**src/rtl/uart_tx_arbiter.sv**
```systemverilog
// Round-robin arbiter sharing one UART transmitter among N_REQ byte
// sources: one start strobe per grant, with a completion watchdog.
module uart_tx_arbiter #(
    parameter int N_REQ   = 4,
    parameter int DATA_W  = 8,
    parameter int TIMEOUT = 4096
) (
    input  logic                     i_clk,
    input  logic                     i_rst,
    input  logic [N_REQ-1:0]         i_req,
    input  logic [N_REQ*DATA_W-1:0]  i_req_data,
    output logic [N_REQ-1:0]         o_grant,
    input  logic                     i_tx_busy,
    input  logic                     i_tx_done,
    output logic                     o_tx_start,
    output logic [DATA_W-1:0]        o_tx_data,
    output logic [$clog2(N_REQ)-1:0] o_owner,
    output logic                     o_busy,
    output logic                     o_done,
    output logic                     o_err
);
    localparam int PW = $clog2(N_REQ);
    localparam int CW = 16;
    localparam logic [CW-1:0] CNT_LAST = CW'(TIMEOUT - 1);

    typedef enum logic [1:0] {S_IDLE, S_START, S_WAIT} state_t;

    state_t              r_state;
    state_t              w_state_nxt;
    logic [PW-1:0]       r_ptr;
    logic [CW-1:0]       r_cnt;
    logic                w_found;
    logic                w_load;
    logic                w_tmo;
    logic                w_adv;
    logic                w_done_nxt;
    logic                w_err_nxt;
    logic [PW-1:0]       w_idx;
    logic [PW-1:0]       w_sel;
    logic [PW-1:0]       w_ptr_inc;
    logic [N_REQ-1:0]    w_onehot;
    logic [DATA_W-1:0]   w_bytes [N_REQ];

    assign w_tmo     = (r_cnt == CNT_LAST);
    assign w_onehot  = N_REQ'(1) << w_sel;
    assign w_ptr_inc = (o_owner == PW'(N_REQ - 1)) ? '0 : o_owner + PW'(1);

    always_comb begin
        for (int i = 0; i < N_REQ; i++) begin
            w_bytes[i] = i_req_data[i*DATA_W +: DATA_W];
        end
    end

    // Scan downward so the lowest offset from r_ptr wins.
    always_comb begin
        w_found = 1'b0;
        w_sel   = r_ptr;
        w_idx   = '0;
        for (int i = N_REQ - 1; i >= 0; i--) begin
            w_idx = PW'((int'(r_ptr) + i) % N_REQ);
            if (i_req[w_idx]) begin
                w_found = 1'b1;
                w_sel   = w_idx;
            end
        end
    end

    always_ff @(posedge i_clk) begin
        if (i_rst) begin
            r_state <= S_IDLE;
        end else begin
            r_state <= w_state_nxt;
        end
    end

    always_comb begin
        w_state_nxt = r_state;
        unique case (r_state)
            S_IDLE:  if (w_load) w_state_nxt = S_START;
            S_START: w_state_nxt = S_WAIT;
            S_WAIT:  if (w_adv) w_state_nxt = S_IDLE;
            default: w_state_nxt = S_IDLE;
        endcase
    end

    always_comb begin
        w_load     = 1'b0;
        w_done_nxt = 1'b0;
        w_err_nxt  = 1'b0;
        w_adv      = 1'b0;
        unique case (r_state)
            S_IDLE: w_load = w_found && !i_tx_busy;
            S_WAIT: begin
                w_done_nxt = i_tx_done;
                w_err_nxt  = !i_tx_done && w_tmo;
                w_adv      = i_tx_done || w_tmo;
            end
            default: ;
        endcase
    end

    always_ff @(posedge i_clk) begin
        if (i_rst) begin
            o_grant    <= '0;
            o_tx_start <= 1'b0;
            o_tx_data  <= '0;
            o_owner    <= '0;
            o_busy     <= 1'b0;
            o_done     <= 1'b0;
            o_err      <= 1'b0;
            r_ptr      <= '0;
            r_cnt      <= '0;
        end else begin
            o_grant    <= w_load ? w_onehot : '0;
            o_tx_start <= w_load;
            o_busy     <= (w_state_nxt != S_IDLE);
            o_done     <= w_done_nxt;
            o_err      <= w_err_nxt;
            if (w_load) begin
                o_tx_data <= w_bytes[w_sel];
                o_owner   <= w_sel;
            end
            if (r_state == S_START) begin
                r_cnt <= '0;
            end else if (r_state == S_WAIT) begin
                r_cnt <= r_cnt + CW'(1);
            end
            if (w_adv) begin
                r_ptr <= w_ptr_inc;
            end
        end
    end

endmodule
```
**config.mk**
```make
export PLATFORM = sky130hd
export DESIGN_NAME = uart_tx_arbiter
export DESIGN_NICKNAME = d
export VERILOG_FILES = /design/src/rtl/uart_tx_arbiter.sv
export SDC_FILE = /design/constraint.sdc
export NUM_CORES = 1
export LEC_CHECK = 0
export ABC_AREA = 1
export CORE_ASPECT_RATIO = 1.4
export CORE_MARGIN = 2
export CORE_UTILIZATION = 45
export CTS_CLUSTER_SIZE = 16
export DETAILED_ROUTE_END_ITERATION = 10
export HOLD_SLACK_MARGIN = 0.02
export PLACE_DENSITY = 0.76
export RECOVER_POWER = 100
export SLEW_MARGIN = 5
export SYNTH_ARGS = -nofsm -noshare
export SYNTH_HDL_FRONTEND = slang
export SYNTH_SLANG_ARGS = --single-unit
```
**constraint.sdc**
```tcl
create_clock -name i_clk -period 1.9 [get_ports i_clk]
set_input_delay 0.57 -clock i_clk [delete_from_list [all_inputs] [get_ports i_clk]]
set_output_delay 0.57 -clock i_clk [all_outputs]
set_load 0.01 [all_outputs]
```
[Word-level counts from Yosys, hierarchy flattened]
Cells that the tools add are included.
Storage, ports and cells
  register bits: 38
  latch bits: 0
  bits in writable memories: 0
  bits in read-only memories: 0
  output and inout bits: 18
  word-level logic and storage cells: 63
  memories kept: 0
Operators by class
  add/subtract/negate cells: 5
  $mul: 0
  divide/modulo/power cells: 0
  order comparisons: 5
  eq/ne operators: 4
  shifts and indexed selects: 1
  multiplexer cells: 25
  bitwise gates (word level): 3
  reduce and logical (&&, ||, !) cells: 10
Operator list (number)
  $add 16x1->16 const B: 1
  $bmux 8 s2: 1
  $eq 16x12->1 const B: 1
  $mux 8: 2
  $mux 2: 7
  $lt 2x3->1 const B: 4
  $mux 1: 10
  $bmux 1 s2: 4
  $pmux 2 s3: 1
  $reduce_or 2->1: 3
  $add 2x1->2 const B: 2
  $add 2x2->2 const B: 2
  $eq 2x2->1 const B: 2
  $shl 1x2->4 const A: 1
  $ge 3x3->1 const B: 1
  $not 2->3: 1
  $eq 2x1->1 const B: 1
  $logic_and 1x1->1: 2
  $logic_not 1->1: 2
  $logic_not 2->1: 1
  $not 1->1: 2
  $reduce_bool 2->1: 1
  $logic_or 1x1->1: 1

[Logic depth before layout (Yosys ltp)]
Gate-level depths: netlist of run 1.
  word-level depth: 12
  gate-level depth with buffers: 17
  depth with buffers taken out: 16

[Worst setup path before layout of run 1]
No wires, ideal clock.
  kind: input-to-reg
  start: input i_req[1]
  end: register o_tx_data[0]
  arrival: 1.602 ns
  setup slack: 0.184 ns
  cell stages on the path: 15
  path through: inv_1 > nand2_1 > nand3_1 > nand2_1 > inv_1 > nand2_1 > nand2_2 > nand2_2 > nand2_4 > nand2_4 > buf_8 > nand3_1 > nand2_1 > nor2_1 > nand2_1
On the way
  longest elaborated chain between the ends: 10
  elaborated cells between the ends (all ways): 22
Ends and longest elaborated chain
  from (decl): RTL line 10  | input logic [N_REQ-1:0] i_req,
  $bmux 1 s2: RTL line 61  | if (i_req[w_idx]) begin
  $mux 1 (implied by the code): RTL line 61
  $mux 2 (4 in series): RTL line 61
  $not 2->3 (implied by the code): RTL line 120  | o_tx_data <= w_bytes[w_sel];
  $bmux 8 s2: RTL line 120
  $mux 8 (implied by the code) (2 in series): RTL line 120
  to (signal assigned): RTL line 120
  to (decl): RTL line 16  | output logic [DATA_W-1:0] o_tx_data,
Parallel ways exist; a longest one is shown, timed or not. The select of a mux whose other input is x is not followed.
A chain may end at the register's enable or synchronous reset.

[Final worst setup path of run 1]
  start: register o_owner[0]
  end: output o_owner[0]
RTL lines
  from (decl): RTL line 17  | output logic [$clog2(N_REQ)-1:0] o_owner,
  from (signal assigned): RTL line 121  | o_owner <= w_sel;
No word-level cell between the ends.

==> results of run 1 <==
-- layer usage --
layer | up-vias | GRT usage
met5 | - | 0
met4 | 0 | 0.0830
met3 | 11 | 0.0512
met2 | 35 | 0.379
met1 | 935 | 0.187
li1 | 1119 | -
-- how the worst min path moves through the flow --
stage | cells after the start | end | start
finish | 1 | r_cnt[6]$_SDFFE_PP0P_ | r_cnt[6]$_SDFFE_PP0P_
global route | 2 | o_tx_data[7]$_SDFFE_PP0P_ | o_tx_data[7]$_SDFFE_PP0P_
CTS | 1 | r_cnt[6]$_SDFFE_PP0P_ | r_cnt[6]$_SDFFE_PP0P_
detailed placement | 1 | r_cnt[6]$_SDFFE_PP0P_ | r_cnt[6]$_SDFFE_PP0P_
global placement | 1 | r_cnt[6]$_SDFFE_PP0P_ | r_cnt[6]$_SDFFE_PP0P_
floorplan | 1 | r_cnt[6]$_SDFFE_PP0P_ | r_cnt[6]$_SDFFE_PP0P_
-- per-stage QoR --
stage / cells / setup WS (ps) / hold slack [ps]
6_report: 448 / 73.4 / 451
5_1_grt: 448 / -32.9 / 485
4_1_cts: 445 / 66.3 / 453
3_5_place_dp: 437 / -418 / 443
3_3_place_gp: 437 / -343 / 433
2_1_floorplan: 301 / 184 / 423
-- layout make-up --
cell class,count,area (um^2),area share
Multi-Input combinational cell,214,1130,0.378
Sequential cell,38,762,0.255
Timing Repair Buffer,79,743,0.249
Inverter,47,186,0.0624
Clock buffer,7,86.3,0.0289
Tap cell,62,77.6,0.0260
Clock inverter,1,5.00,0.00167
-- timing repair --
item / in CTS / in global routing
resized for setup: 12 / 9
buffers inserted: 0 / 3
endpoints found under the setup margin: 10 / 7
pin swaps: 7 / 5
-- registers in the layout, indices dropped and copies added (netlist names) --
| signal | count |
|---|---|
| r_ptr | 2 |
| o_owner | 2 |
| r_cnt | 16 |
| o_done | 1 |
| o_grant | 4 |
| o_busy | 1 |
| r_state | 2 |
| o_tx_data | 8 |
| o_tx_start | 1 |
| o_err | 1 |
-- cell usage in the layout (no fill, tap or decap), types with 2 or more instances in the layout --
cell / instances
nor2_1: 20
nand3_1: 34
o21a_1: 2
buf_4: 17
nand2_4: 4
clkdlybuf4s50_1: 38
clkbuf_8: 6
nor3_1: 3
inv_1: 38
dlygate4sd2_1: 4
ha_1: 2
nand3_2: 4
a21oi_1: 15
o21ai_1: 2
inv_2: 6
nor2_4: 4
nand2_1: 77
xor2_1: 2
nor4_1: 2
o21ai_0: 13
dlygate4sd3_1: 15
nand2_2: 19
buf_6: 2
nand4_1: 3
clkbuf_1: 3
nor2_2: 2
nand3_4: 2
dfxtp_1: 37
-- cell families after synthesis --
| family | after synthesis | share of synthesized area |
|---|---|---|
| AO/OA/AOI/OAI | 34 | 0.0884 |
| flip-flops | 38 | 0.371 |
| buffers and inverters | 49 | 0.104 |
| XOR/XNOR | 2 | 0.00853 |
| adder cells (fa/ha/maj) | 2 | 0.0122 |
| AND/OR/NAND/NOR | 176 | 0.417 |
-- power breakdown --
part	internal [mW]	leakage [nW]	switching, mW
clock	0.293	0.0482	0.264
combinational	0.258	1.08	0.255
sequential	0.839	0.309	0.0242
total	1.39	1.44	0.543
==> results.json, run 1 <==
{
  "drt-met1-wl_um": 1850,
  "cts_hold_buf": 0,
  "fmax_mhz": 547,
  "wl_met2_um": 2660,
  "slew_headroom": 0.811,
  "syn_area_um2": 2050,
  "final_util": 0.670,
  "grt_max_degree": 12,
  "drt_wl_total_um": 4790,
  "wl_met3_um": 169,
  "yosys-top-cells-area": "dfxtp_1 (37%), nand2_1 (15%), nand3_1 (8.8%)",
  "r2r_cells": 16,
  "ys_types": 29,
  "grt_use_total": 0.200,
  "area_growth_pct": 45.6,
  "grt_pass1_vias": 1989,
  "finish.net_count": 427,
  "cp_data_required_time_ps": 1330,
  "finalSetupViolCount": 0,
  "tightest_slew_ps": 283,
  "totalPowerFinal_mw": 1.93,
  "routedWlPerCell_um": 10.7,
  "placed_area_um2": 2830,
  "final_max_slew_viol_count": 0,
  "start_util": 0.460,
  "min_path_type": "reg -> reg",
  "slowest_delay_ps": 570,
  "r2r_setup_slack_ps": 190,
  "cts_max_level": 2,
  "layout_worst_path_cycle_share": 0.961,
  "place_hpwl_um": 3840,
  "path_class": "reg -> out",
  "fin_area_um2": 2990,
  "grt_pass1_wl_um": 7870,
  "crit_fanout": 4,
  "std_cell_rows": 29,
  "overflow": 0,
  "drv_cap": 0,
  "die_h_um": 83.9,
  "p_leak_nw": 1.44,
  "synth_nets": 343,
  "fillCellCount": 407,
  "synth_most_common_cell": "nand2_1",
  "worst_setup_path_end_kind": "output port",
  "totalNegativeSetupSlack_ps": 0,
  "fin_crit_ps": 1830,
  "ir_worst_vdd_mv": 0.482,
  "skew_ps": 4.77,
  "ys_warn_count": 0,
  "core_um2": 4460,
  "top_layer": "met4",
  "path_clk_slew_ps": 70,
  "power_density_nw_per_um2": 646,
  "antenna_found_initial": 0,
  "drt_first_pass_iters": 4,
  "die_w_um": 61.1,
  "synthCells": 301,
  "postRouteAntennaNets": 0,
  "synth_ff_type": "dfxtp_1",
  "synth_top_cell_area_share": 0.371,
  "layout-drive-gt1-share": 0.192,
  "dieArea_um2": 5130,
  "vias": 2100,
  "cts_sinks": 38,
  "crit_buf_inv": 1,
  "rr_startpoint": "r_ptr[0]$_SDFFE_PP0P_",
  "drc": 0,
  "ys_seq_area_frac": 0.371,
  "path_depth": 1,
  "syn_avg_cell_area_um2": 6.82,
  "startpoint": "o_owner[0]$_SDFFE_PP0P_",
  "r2r_end": "o_tx_data[4]$_SDFFE_PP0P_",
  "crit_arrival_ps": 1260,
  "synth_commonest_cells": "nand2_1 (80), inv_1 (40), dfxtp_1 (38)",
  "setup.worst_path.end": "o_owner[0]",
  "clk_latency_ps": 280,
  "critPathTopFamily": "buffers and inverters",
  "ys_ff_latch": 38,
  "antenna_cells": 0,
  "drtIter0Drc": 45,
  "hold_viol": 0,
  "status": "complete, no violations",
  "async_reset_ff_frac": 0,
  "synth_edf_count": 0,
  "crit_chain": "clkdlybuf4s50_1",
  "critPathLaunchType": "flip-flop",
  "avgViaCountPerCell": 4.69,
  "gp_congestion": 0.885,
  "io_pins": 58,
  "cts_tree": "yes",
  "clockBufferDepth": 2,
  "clock-root-buffer": "clkbuf_8",
  "cts_inserted_buffers": 5,
  "io_buffers": 57,
  "cp_slowest_cell": "clkdlybuf4s50_1",
  "yosysTopAreaCell": "dfxtp_1"
}
No activity file was read; power rests on OpenSTA's default activity.
==> inputs of run 2 (changes only) <==
Settings changed: CTS_CLUSTER_SIZE 16 to 40.
==> results of run 2 <==
The final DEF is identical to that of run 1; final timing and power are the same.
